[config.mk]
export PLATFORM = sky130hd
export DESIGN_NAME = mem_dump_arbiter
export DESIGN_NICKNAME = d
export VERILOG_FILES = /design/src/rtl/mem_dump_arbiter.sv
export SDC_FILE = /design/constraint.sdc
export NUM_CORES = 1
export LEC_CHECK = 0
export BUFFER_PORTS_ARGS = -buffer_cell sky130_fd_sc_hd__buf_2
export CAP_MARGIN = 20
export CORE_AREA = 2 2 94 96
export DETAILED_ROUTE_END_ITERATION = 10
export DIE_AREA = 0 0 96 98
export GPL_ROUTABILITY_DRIVEN = 0
export PLACE_DENSITY = 0.73
export SETUP_SLACK_MARGIN = 0.05
export SLEW_MARGIN = 20
export SYNTH_ARGS = -nofsm -noshare
export SYNTH_HDL_FRONTEND = slang
export SYNTH_SLANG_ARGS = --single-unit
[constraint.sdc]
create_clock -name i_clock -period 4.1 [get_ports i_clock]
set_input_delay 0.82 -clock i_clock [delete_from_list [all_inputs] [get_ports i_clock]]
set_output_delay 0.82 -clock i_clock [all_outputs]
set_load 0.02 [all_outputs]
[src/rtl/mem_dump_arbiter.sv]
// Shares the data-memory port between the pipeline MEM stage and a debug dump engine.
// The pipeline always wins; the dump engine reads words 0..N_WORDS-1 only on idle cycles.
module mem_dump_arbiter #(
    parameter int unsigned DATA_WIDTH = 32,
    parameter int unsigned N_WORDS    = 32,
    parameter logic [1:0]  SIZE_WORD  = 2'b11
) (
    input  logic                  i_clock,
    input  logic                  i_reset,
    input  logic                  i_pipe_read,
    input  logic                  i_pipe_write,
    input  logic                  i_pipe_signed,
    input  logic [1:0]            i_pipe_size,
    input  logic [DATA_WIDTH-1:0] i_pipe_address,
    input  logic [DATA_WIDTH-1:0] i_pipe_datawrite,
    output logic [DATA_WIDTH-1:0] o_pipe_dataread,
    input  logic                  i_dump_start,
    input  logic                  i_dump_ready,
    output logic                  o_dump_valid,
    output logic [DATA_WIDTH-1:0] o_dump_data,
    output logic                  o_dump_busy,
    output logic                  o_dump_done,
    output logic                  o_mem_read,
    output logic                  o_mem_write,
    output logic                  o_mem_signed,
    output logic [1:0]            o_mem_size,
    output logic [DATA_WIDTH-1:0] o_mem_address,
    output logic [DATA_WIDTH-1:0] o_mem_datawrite,
    input  logic [DATA_WIDTH-1:0] i_mem_dataread
);

    localparam int unsigned CW = (N_WORDS > 1) ? $clog2(N_WORDS) : 1;
    localparam logic [CW-1:0] LAST = CW'(N_WORDS - 1);

    typedef enum logic [1:0] {StIdle, StRead, StSend, StDone} state_t;

    state_t                r_state, w_state_next;
    logic [CW-1:0]         r_count, w_count_next;
    logic [DATA_WIDTH-1:0] r_data, w_data_next;
    logic                  w_pipe_req;
    logic [DATA_WIDTH-1:0] w_dump_addr;

    assign w_pipe_req  = i_pipe_read | i_pipe_write;
    assign w_dump_addr = DATA_WIDTH'({r_count, 2'b00});

    always_ff @(posedge i_clock or negedge i_reset) begin
        if (!i_reset) begin
            r_state <= StIdle;
            r_count <= '0;
            r_data  <= '0;
        end else begin
            r_state <= w_state_next;
            r_count <= w_count_next;
            r_data  <= w_data_next;
        end
    end

    always_comb begin
        w_state_next = r_state;
        w_count_next = r_count;
        w_data_next  = r_data;
        unique case (r_state)
            StIdle: begin
                if (i_dump_start) begin
                    w_count_next = '0;
                    w_state_next = StRead;
                end
            end
            StRead: begin
                // Pipeline owns the port this cycle: stall without capturing.
                if (!w_pipe_req) begin
                    w_data_next  = i_mem_dataread;
                    w_state_next = StSend;
                end
            end
            StSend: begin
                if (i_dump_ready) begin
                    if (r_count == LAST) begin
                        w_state_next = StDone;
                    end else begin
                        w_count_next = r_count + CW'(1);
                        w_state_next = StRead;
                    end
                end
            end
            StDone:  w_state_next = StIdle;
            default: w_state_next = StIdle;
        endcase
    end

    always_comb begin
        o_mem_read      = 1'b0;
        o_mem_write     = 1'b0;
        o_mem_signed    = 1'b0;
        o_mem_size      = 2'b00;
        o_mem_address   = '0;
        o_mem_datawrite = '0;
        if (w_pipe_req) begin
            o_mem_read      = i_pipe_read;
            o_mem_write     = i_pipe_write;
            o_mem_signed    = i_pipe_signed;
            o_mem_size      = i_pipe_size;
            o_mem_address   = i_pipe_address;
            o_mem_datawrite = i_pipe_datawrite;
        end else if (r_state == StRead) begin
            o_mem_read    = 1'b1;
            o_mem_size    = SIZE_WORD;
            o_mem_address = w_dump_addr;
        end
    end

    assign o_pipe_dataread = i_mem_dataread;
    assign o_dump_valid    = (r_state == StSend);
    assign o_dump_data     = r_data;
    assign o_dump_busy     = (r_state != StIdle);
    assign o_dump_done     = (r_state == StDone);

endmodule

### After elaboration in Yosys (flattened, before gate mapping)

Cells that the tools add are included.

| storage, ports and cells | value |
|---|---|
| input bits | 105 |
| register bits | 39 |
| logic and storage cells | 38 |
| ROM bits | 0 |
| memories kept | 0 |
| output and inout port bits | 136 |
| latch bits | 0 |
| memory bits (writable) | 0 |

| operators by class | value |
|---|---|
| div/mod/pow operators | 0 |
| muxes and demuxes | 18 |
| shift-type cells | 0 |
| reduce and logical (&&, ||, !) cells | 6 |
| add/subtract/negate cells | 1 |
| bitwise gates (word level) | 2 |
| multipliers | 0 |
| eq/ne operators | 8 |
| magnitude comparators | 0 |

Operator list:

| cell | count |
|---|---|
| 2-to-1 mux 32 bit | 2 |
| 2-to-1 mux 5 bit | 3 |
| 2-to-1 mux 2 bit | 6 |
| one-hot mux 5 bit (2 select lines) | 1 |
| != test 2 bit, second input constant | 4 |
| one-hot mux 2 bit (4 select lines) | 1 |
| 2-to-1 mux 7 bit | 1 |
| adder 5 x 1 -> 5 bit, second input constant | 1 |
| equality test 5 bit, second input constant | 1 |
| equality test 2 bit, second input constant | 2 |
| 2-to-1 mux 1 bit | 4 |
| AND reduction 4 bit | 1 |
| nonzero test 2 bit | 2 |
| AND reduction 3 bit | 1 |
| equality test 2 x 1 -> 1 bit, second input constant | 1 |
| logical NOT 2 bit | 1 |
| AND reduction 2 bit | 1 |
| inverter 1 bit | 1 |
| bitwise OR 1 bit | 1 |

### Depth between registers and ports, before layout

Gate-level depths: netlist (run 1).

| depth | value |
|---|---|
| word-level depth | 4 |
| gate-level depth with buffers | 6 |
| depth with buffers taken out | 6 |

### Least setup slack after synthesis (run 1)

Ideal clock, no wire load.

| timing | value |
|---|---|
| path type | input to output |
| start | input i_pipe_write |
| end | output o_mem_address[2] |
| data arrival time | 1.894 ns |
| stages | 5 |
| slack | 1.386 ns |
| path buffers | 2 |
| cell sequence | or2_1 > buf_2 > nor3b_4 > buf_6 > a22o_1 |

| on the way | value |
|---|---|
| word-level cells in the longest chain between the ends | 2 |

Ends and longest elaborated chain:

| what | line | text |
|---|---|---|
| start: declaration | 11 | `input logic i_pipe_write,` |
| bitwise OR 1 bit | 43 | `assign w_pipe_req = i_pipe_read \| i_pipe_write;` |
| 2-to-1 mux 32 bit | 98 | `if (w_pipe_req) begin` |
| end: declaration | 27 | `output logic [DATA_WIDTH-1:0] o_mem_address,` |

Every way passes these cells.

### Final worst setup path (run 1)

| timing | value |
|---|---|
| start | input i_pipe_write |
| end | output o_mem_read |

| on the way | value |
|---|---|
| word-level cells in the longest chain between the ends | 2 |

Ends and longest elaborated chain:

| what | line | text |
|---|---|---|
| bitwise OR 1 bit | 43 |  |
| 2-to-1 mux 1 bit | 98 |  |
| end: declaration | 23 | `output logic o_mem_read,` |

Every way passes these cells.

==> results of run 1 <==
[synth_stat cells (2+ instances only)]
cell,n,area share (%)
nand2_1,2,0.32
inv_1,2,0.32
ha_1,2,1.1
and2_1,61,16
clkbuf_1,8,1.3
mux2i_1,2,0.86
buf_6,4,1.9
and3_1,3,0.81
mux2_2,31,15
dfrtp_1,39,42
a22o_1,5,1.9
a21o_1,5,1.6
and3b_1,2,0.75
buf_4,32,10
nor2b_1,2,0.54
[worst max-delay path, cell delays in order]
cell and delay [ns]:
buf_2 0.11, or2_2 0.32, nor3b_4 0.68, or2_2 0.24, buf_2 0.16
[report_power, final]
| group | internal (mW) | leakage (nW) | switching [mW] |
|---|---|---|---|
| registers | 0.523 | 0.471 | 0.0688 |
| clock network | 0.122 | 0.0443 | 0.141 |
| logic | 0.310 | 1.44 | 0.431 |
| total | 0.955 | 1.95 | 0.640 |
[metrics by stage]
step           worst slack [ns]  utilization, %  cell area, um2  power, mW  hold slack [ns]
2_1_floorplan             1.386               -            2323      1.085           0.4989
3_3_place_gp             0.9370           39.62            3354      1.334           0.4662
3_5_place_dp             0.9173           39.62            3354      1.357           0.4907
4_1_cts                  0.9073           40.73            3448      1.627           0.5082
5_1_grt                  0.8440           40.73            3448      1.700           0.5182
6_report                 0.9513           40.73            3448      1.595           0.4988
[registers in the layout (all words and copies together) (netlist names)]
signal	count
o_dump_data	32
r_count	5
r_state	2
[worst max path at each step]
stage	start	endpoint	slack, ns
after global placement	i_pipe_write	o_mem_address[6]	0.94
final	i_pipe_write	o_mem_read	0.95
after floorplan	i_pipe_write	o_mem_address[2]	1.39
after global routing	i_pipe_write	o_mem_address[6]	0.84
after CTS	i_pipe_write	o_mem_read	0.91
after detailed placement	i_pipe_write	o_mem_read	0.92
[final cells by class]
cell class	instances	area (um2)	share of cell area, %
Timing Repair Buffer	242	1216	35.27
Multi-Input combinational cell	128	1020	29.57
Sequential cell	39	975.9	28.30
Tap cell	108	135.1	3.919
Clock buffer	5	68.82	1.996
Clock inverter	3	25.02	0.7257
Inverter	2	7.507	0.2177
[logic make-up after synthesis]
logic type,count (synthesis)
and+or+nand+nor,78
buffers and inverters,47
DFF,39
muxes,34
AOI/OAI and AO/OA,14
adders and majority gates,2
[per-layer routing]
layer | vias to the layer above | wire length, um | global-route usage (%)
met5 | - | 0 | 0
met4 | 0 | 19 | 1.648
met3 | 3 | 504 | 3.164
met2 | 97 | 3423 | 22.60
met1 | 1041 | 2509 | 14.66
li1 | 1078 | - | -
==> results.md, run 1 <==
* Status: finished, final reports clean
* Starting density of the core at 27.45%
* Average wire per standard cell at roughly 12 um
* Core ar. at ~8500 um2
* # Post-CTS Setup Buffers at 0
* Min-delay worst type: reg2reg
* Nets at 525
* Non-Filler Instances at between 500 and 600
* Fin crit period at about 3.1 ns
* Critical Path Source Type: input port
* Leak at ~2 nW
* Die width at roughly 96 um
* ANT nets after route at 0
* Synth Cell Area at about 2300 um2
* Req. time, crit path at roughly 3.3 ns
* DRT Wirelength at approximately 6500 um
* Area growth, synth to finish at 48.41%
* Hold_buf cts at 0
* Final setup vio count at 0
* Synthesized Nets at 321
* Fraction of the mapped netlist area in adder cells at under 10%
* CP Class: in2out
* Setup TNS at 0 ns
* Number of cells after detailed placement at just over 500
* # DRC at 0
* Worst-Skew Late Latency at roughly 0.29 ns
* Synth Area per Inst at around 11 um2
* Measured slew at the worst slew-check pin at between 0.8 and 0.9 ns
* Vias in the first global route at 2,051
* FF-to-FF Start: r_state[1]
* Fill cells at around 860
* Reg clk slew, reported paths at 0.07 ns
* DR pass1 iterations at 4
* Simple-gate share of the synthesized area at a little over a fifth
* Peak supply drop at about 0.2 mV
* Largest family of logic cells by synthesized area: simple AND/OR/NAND/NOR gates
* CTS sink count at 39
* XOR/XNOR Fraction of Synth Area at 0%
* Crit Path Max Fanout at 15
* Via count at about 2,200
* Longest Clk Path Bufs at 2
* Initial antenna violation count at 0
* Mux share of post-synthesis cell area at 16.37%
* Most frequent cells in the layout: 240 x buf_2, 61 x and2_1, 39 x dfrtp_1, 31 x mux2_2
* Share of cells above drive strength 1 at 68.02%
* Hold Path Origin: o_dump_data[14]
* FMAX at 317.6 MHz
* Fin Clk Skew at around 0.0075 ns
* Arrival time of the worst setup path at approximately 2.3 ns
* Async SR Flop Fraction at 100.0%
* Largest net degree at the start of global routing at 69
* Period utilisation layout at between 70 and 80%
* Worst reg-to-reg setup slack at approximately 2 ns
* Worst R2R End: o_dump_data[17]
* H-tree lvl count at 2
* Post-synthesis cell type count at 29
* Vias/cell at 4.211
* Standard-cell rows at 34
* CTS-repair resized insts at 0
* Synth Area in Compound Gates at under 10%
* Overflow after GRT at 0
* TritonCTS clock tree: done
* Overall routing resource usage at between 10% and 20%
* Worst reg-to-reg path cell count at 3
* CP Capture Type: primary output
* Post-Syn Instances at about 210
* Die area at around 9400 um2
* ANT cells at 0
* Flops & latches, synth at 39
* I/O Pins at roughly 240
* Post-synth EDFFs at 0
* Iter 0 DRT Violations at 20
* Unrepaired setup endpoints after global routing: false
* Slew Viols, Final at 0
* First-pass GRT wire length at about 9300 um
* CTS Root Cell: clkbuf_8
* Port buffer count at 240
* Leading cell type in the layout, fill and taps excluded: buf_2
* Max_cap viols at 0
* Die height at 98 um
* Worst Hold End: o_dump_data[14]
* TritonCTS Buffers at 5
* Seq/Total Area, Yosys at 42.00%
* Yosys warns at 0
* Final Hold Fails at 0
* Max_slew headroom at 43.89%
* HPWL Detailed at 5398 um
* Hold path cells at 1
* Pwr dens at 462.6 nW/um2
* Ys flop type: dfrtp_1
No activity file was read; power rests on OpenSTA's default activity.
==> inputs of run 2 (changes only) <==
- clock period: 4.1 -> 2.9 ns (I/O delays scaled with it)
==> run 2 against run 1 <==
Via count about the same. Routed wire length up 1.7%. Sequential cell count unchanged. Critical path depth unchanged. Clock skew up 0.00087 ns. Sequential share of layout area down 0.051 points. Clock-buffer cell count unchanged. Register-to-register slack worse by 1.1 ns.
==> results.md, run 2 (synthesis gave the netlist of run 1 again) <==
* Peak supply drop at 0.2284 mV (was 0.1951 mV)
* Reg clk slew, reported paths at 0.09 ns (was 0.07 ns)
* Longest Clk Path Bufs at 2 (unchanged)
* HPWL Detailed at 5448 um (was 5398 um)
* Fin Clk Skew at 0.008368 ns (was 0.007496 ns)
* CP max-delay cell: nor3b_4 (unchanged)
* Period utilisation layout at between 80% and 90%
* Min-delay worst type: in2async (was reg2reg)
* Die width at 96 um (unchanged)
* # Post-CTS Setup Buffers at 0 (unchanged)
* Critical Path Source Type: input port (unchanged)
* # DRC at 0 (unchanged)
* Max_slew headroom at 42.06% (was 43.89%)
* Overall routing resource usage at 12.71% (was 12.36%)
* ANT cells at 0 (unchanged)
* Leading cell type in the layout, fill and taps excluded: buf_2 (unchanged)
* I/O Pins at 241 (unchanged)
* Unrepaired setup endpoints after global routing: false (unchanged)
* H-tree lvl count at 2 (unchanged)
* TritonCTS Buffers at 5 (unchanged)
* Final setup vio count at 0 (unchanged)
* Final Hold Fails at 0 (unchanged)
* Buf+Inv Stages, Crit Path at 2 (unchanged)
* DRT Wirelength at 6568 um (was 6456 um)
* Area growth, synth to finish at 48.68% (was 48.41%)
* Starting density of the core at 27.45% (unchanged)
* Non-Filler Instances at 528 (was 527)
* Overflow after GRT at 0 (unchanged)
* Slew Viols, Final at 0 (unchanged)
* Crit Path Max Fanout at 13 (was 15)
* Hold_buf cts at 0 (unchanged)
* Measured slew at the worst slew-check pin at 0.8691 ns (was 0.8416 ns)
* CP dominant cell by count: buf_2
* CP Class: in2out (unchanged)
* Leak at 1.956 nW (was 1.954 nW)
* Number of cells after detailed placement at 520 (was 519)
* Vias/cell at 4.201 (was 4.211)
* Area after DPL at 3362 um2 (was 3354 um2)
* Final instance area at 3455 um2 (was 3448 um2)
* Largest net degree at the start of global routing at 69 (unchanged)
* Max FFs per register at 32 (unchanged)
* CTS-repair resized insts at 0 (unchanged)
* First-pass GRT wire length at 9611 um (was 9342 um)
* Max_cap viols at 0 (unchanged)
* FMAX at approximately 400 MHz
* Die area at 9408 um2 (unchanged)
* Arrival time of the worst setup path at 1.98 ns (was 2.33 ns)
* Most frequent cells in the layout: 240 x buf_2, 61 x and2_1, 39 x dfrtp_1, 31 x mux2_2 (unchanged)
* Vias in the first global route at 2,045 (was 2,051)
* Hold_ws at 0.3909 ns (was 0.4988 ns)
* Via count at 2,218 (was 2,219)
* Port buffer count at 240 (unchanged)
* Status: finished, final reports clean (unchanged)
* CTS Root Cell: clkbuf_8 (unchanged)
* Power Total at 2.267 mW (was 1.595 mW)
* Crit-path cells: buf_2 > or2_2 > nor3b_4 > a22o_1 > buf_2 (was buf_2 > or2_2 > nor3b_4 > or2_2 > buf_2)
* Req. time, crit path at 2.32 ns (was 3.28 ns)
* CP delay by family, top: simple AND/OR/NAND/NOR gates (unchanged)
* Initial antenna violation count at 0 (unchanged)
* Iter 0 DRT Violations at 22 (was 20)
* TritonCTS clock tree: done (unchanged)
* Standard-cell rows at 34 (unchanged)
* Crit-path max cell delay at 0.57 ns (was 0.68 ns)
* Setup TNS at 0 ns (unchanged)
* Pwr dens at 656.3 nW/um2 (was 462.6 nW/um2)
* Core ar. at 8466 um2 (unchanged)
* Share of cells above drive strength 1 at 68.10% (was 68.02%)
* Fin crit period at between 2 and 3 ns
* DR pass1 iterations at 4 (unchanged)
* Worst-Skew Late Latency at 0.29 ns (about the same)
* Die height at 98 um (unchanged)
* ANT nets after route at 0 (unchanged)
* Nets at 526 (was 525)
* CTS sink count at 39 (unchanged)
* CP Capture Type: primary output (unchanged)
* Average wire per standard cell at 12.44 um (was 12.25 um)
[run 2: stage by stage]
step	util, %	setup slack [ns]
2_1_floorplan	-	0.6663
3_3_place_gp	39.71	0.3825
3_5_place_dp	39.71	0.3474
4_1_cts	40.81	0.3361
5_1_grt	40.81	0.2619
6_report	40.81	0.3401
[run 2: final cells by class]
type                       instances  area, um2
fill                             851       5011
clock inverter                     3      23.77
multi-input combinational        128       1020
tap                              108      135.1
inverter                           2      7.507
timing repair buffer             243       1224
clock buffer                       5      68.82
sequential                        39      975.9
[run 2: worst reg2reg max path: cells and delay by family, from the launching register on]
family	cells	cell delay (ns)
DFF	1	0.44
and+or+nand+nor	2	0.53
AOI/OAI and AO/OA	2	0.52
adders and majority gates	2	0.42
[run 2: path summary, 6_finish.rpt]
kind | from | endpoint | slack (ns) | depth (start not counted)
max in group asynchronous | i_reset | r_count[3] | 1.96 | 1
min | i_reset | o_dump_data[28] | 0.39 | 1
max reg2reg | r_count[0] | r_count[2] | 0.87 | 6
min reg2reg | o_dump_data[22] | o_dump_data[22] | 0.50 | 1
max | i_pipe_write | o_mem_address[4] | 0.34 | 5
min in group i_clock | o_dump_data[22] | o_dump_data[22] | 0.50 | 1
[run 2: per-layer routing]
metal / track usage, % / part of all wire, % / vias to the layer above
met3: 4.167 / 7.4 / 4
met4: 1.648 / 0.55 / 0
met2: 22.33 / 52 / 101
li1: - / - / 1081
met5: 0 / 0 / -
met1: 15.32 / 40 / 1032
[run 2: report_power, final]
part	internal, mW	leakage, nW	switching, mW
clock	0.172	0.0408	0.203
combinational	0.440	1.44	0.611
sequential	0.740	0.471	0.101
total	1.35	1.96	0.916
==> inputs of run 3 (changes only) <==
- REMOVE_ABC_BUFFERS: not set -> 1
==> run 3 against run 2 <==
Clock power up 24%. Via count rose by 5.3%. Combinational power hardly changed. Register-to-register slack better by 0.04 ns. Power grew 4.8%. Final cell count rose by 0.19%. Highest routed layer unchanged.
==> results.md, run 3 (synthesis gave the netlist of run 1 again) <==
* Status: finished, final reports clean (unchanged)
* Overflow after GRT at 0 (unchanged)
* Die area at 9408 um2 (unchanged)
* Crit-path cells: buf_2 > or2_2 > nor3b_4 > a22o_1 > buf_2 (unchanged)
* Critical Path Source Type: input port (unchanged)
* Area growth, synth to finish at 50.08% (was 48.68%)
* Leak at 1.981 nW (was 1.956 nW)
* Measured slew at the worst slew-check pin at 0.8372 ns (was 0.8691 ns)
* Initial antenna violation count at 0 (unchanged)
* ANT cells at 0 (unchanged)
* Leading cell type in the layout, fill and taps excluded: buf_2 (unchanged)
* Final setup vio count at 0 (unchanged)
* Max_cap viols at 0 (unchanged)
* Nets at 527 (was 526)
* Worst reg-to-reg path cell count at 6 (unchanged)
* # Post-CTS Setup Buffers at 0 (unchanged)
* CP Class: in2out (unchanged)
* Crit-path max cell delay at 0.49 ns (was 0.57 ns)
* CTS-repair resized insts at 0 (unchanged)
* ANT nets after route at 0 (unchanged)
* TritonCTS clock tree: done (unchanged)
* FMAX at 400.0 MHz (was 390.6 MHz)
* # DRC at 0 (unchanged)
* Worst R2R End: r_count[2] (unchanged)
* Port buffer count at 240 (unchanged)
* FF-to-FF Start: r_count[0] (unchanged)
* Fin Clk Skew at 0.004417 ns (was 0.008368 ns)
* Req. time, crit path at 2.32 ns (about the same)
* Period utilisation layout at 86.22% (was 88.27%)
* Standard-cell rows at 34 (unchanged)
* Peak supply drop at 0.4677 mV (was 0.2284 mV)
* I/O Pins at 241 (unchanged)
* Reg clk slew, reported paths at 0.08 ns (was 0.09 ns)
* CP dominant cell by count: buf_2 (unchanged)
* TritonCTS Buffers at 5 (unchanged)
* Iter 0 DRT Violations at 41 (was 22)
* Crit Path Max Fanout at 11 (was 13)
* Die width at 96 um (unchanged)
* CP max-delay cell: nor3b_4 (unchanged)
* Max FFs per register at 32 (unchanged)
* Min-delay worst type: in2async (unchanged)
* Pre-CTS worst setup slack at 0.3621 ns (was 0.3474 ns)
* Longest Clk Path Bufs at 2 (unchanged)
* Pwr dens at 681.5 nW/um2 (was 656.3 nW/um2)
* Area after DPL at 3369 um2 (was 3362 um2)
* Slew Viols, Final at 0 (unchanged)
* Starting density of the core at 27.45% (unchanged)
* Final Worst Setup Slack at 0.3997 ns (was 0.3401 ns)
* Core ar. at 8466 um2 (unchanged)
* H-tree lvl count at 2 (unchanged)
* HPWL Detailed at 6508 um (was 5448 um)
* Unrepaired setup endpoints after global routing: false (unchanged)
* Worst reg-to-reg setup slack at 0.91 ns (was 0.87 ns)
* Hold_buf cts at 0 (unchanged)
* Largest net degree at the start of global routing at 69 (unchanged)
* First-pass GRT wire length at 11,180 um (was 9611 um)
* Max_slew headroom at 44.18% (was 42.06%)
* DRT Wirelength at 7784 um (was 6568 um)
* CP Capture Type: primary output (unchanged)
* CTS Root Cell: clkbuf_8 (unchanged)
* CTS sink count at 39 (unchanged)
* Vias/cell at 4.416 (was 4.201)
* Arrival time of the worst setup path at 1.92 ns (was 1.98 ns)
* Final instance area at 3487 um2 (was 3455 um2)
* Most frequent cells in the layout: 240 x buf_2, 61 x and2_1, 39 x dfrtp_1, 31 x mux2_2, 6 x clkbuf_8 (was 240 x buf_2, 61 x and2_1, 39 x dfrtp_1, 31 x mux2_2)
* Worst-Skew Late Latency at 0.28 ns (was 0.29 ns)
* DR pass1 iterations at 4 (unchanged)
* Final Hold Fails at 0 (unchanged)
* Hold_ws at 0.3977 ns (was 0.3909 ns)
* Vias in the first global route at 2,250 (was 2,045)
* Share of cells above drive strength 1 at 68.17% (was 68.10%)
* Die height at 98 um (unchanged)
* Fin crit period at 2.500 ns (was 2.560 ns)
* Via count at 2,336 (was 2,218)
* Average wire per standard cell at 14.71 um (was 12.44 um)
* Overall routing resource usage at 15.48% (was 12.71%)
## run 3: cell types whose count changed in the layout (fill, tap and decap cells not counted), sizes merged
cell,before,now
clkinvlp,2,0
buf,243,244
clkbuf,5,6
bufinv,0,1
inv,3,2
clkinv,0,1
## run 3: worst max-delay path by stage
stage	end	cells after the start	from	slack, ns
final	o_mem_address[3]	5	i_pipe_write	0.40
after global routing	o_mem_address[3]	5	i_pipe_write	0.28
after CTS	o_mem_address[3]	5	i_pipe_write	0.34
after detailed placement	o_mem_address[3]	5	i_pipe_write	0.36
after global placement	o_mem_address[3]	5	i_pipe_write	0.37
after floorplan	o_mem_address[2]	3	i_pipe_write	-0.45
## run 3: worst max-delay path: cells and delay by family
| family | cells | cell delay (ns) |
|---|---|---|
| AO/OA/AOI/OAI | 1 | 0.23 |
| buffers and inverters | 2 | 0.28 |
| AND/OR/NAND/NOR | 2 | 0.82 |
## run 3: area by class of cell
cell class	count	area [um2]
flip-flops and latches	39	975.9
repair buffers	244	1231
clock inverters	2	35.03
clock buffers	6	82.58
fillers	866	4979
multi-input cells	128	1020
inverters	2	7.507
well taps	108	135.1
## run 3: metrics by stage
| stage | total power [mW] | util, % | setup TNS (ns) | cells |
|---|---|---|---|---|
| after floorplan | 1.454 | - | -4.508 | 169 |
| after global placement | 1.908 | 39.80 | 0 | 521 |
| after detailed placement | 1.933 | 39.80 | 0 | 521 |
| after CTS | 2.416 | 41.19 | 0 | 529 |
| after global routing | 2.524 | 41.19 | 0 | 529 |
| final | 2.376 | 41.19 | 0 | 529 |
## run 3: metal layers
| layer | up-vias | track usage (%) | wire, um |
|---|---|---|---|
| li1 | 1083 | - | - |
| met1 | 1103 | 16.46 | 2739 |
| met2 | 142 | 29.33 | 4058 |
| met3 | 8 | 3.704 | 888 |
| met4 | 0 | 4.615 | 97 |
| met5 | - | 0 | 0 |
## run 3: report_power, final
group	internal, mW	total, mW	leakage (nW)	switching, mW
Sequential	0.740	0.848	0.471	0.108
Clock	0.278	0.465	0.0612	0.187
Combinational	0.442	1.06	1.45	0.621
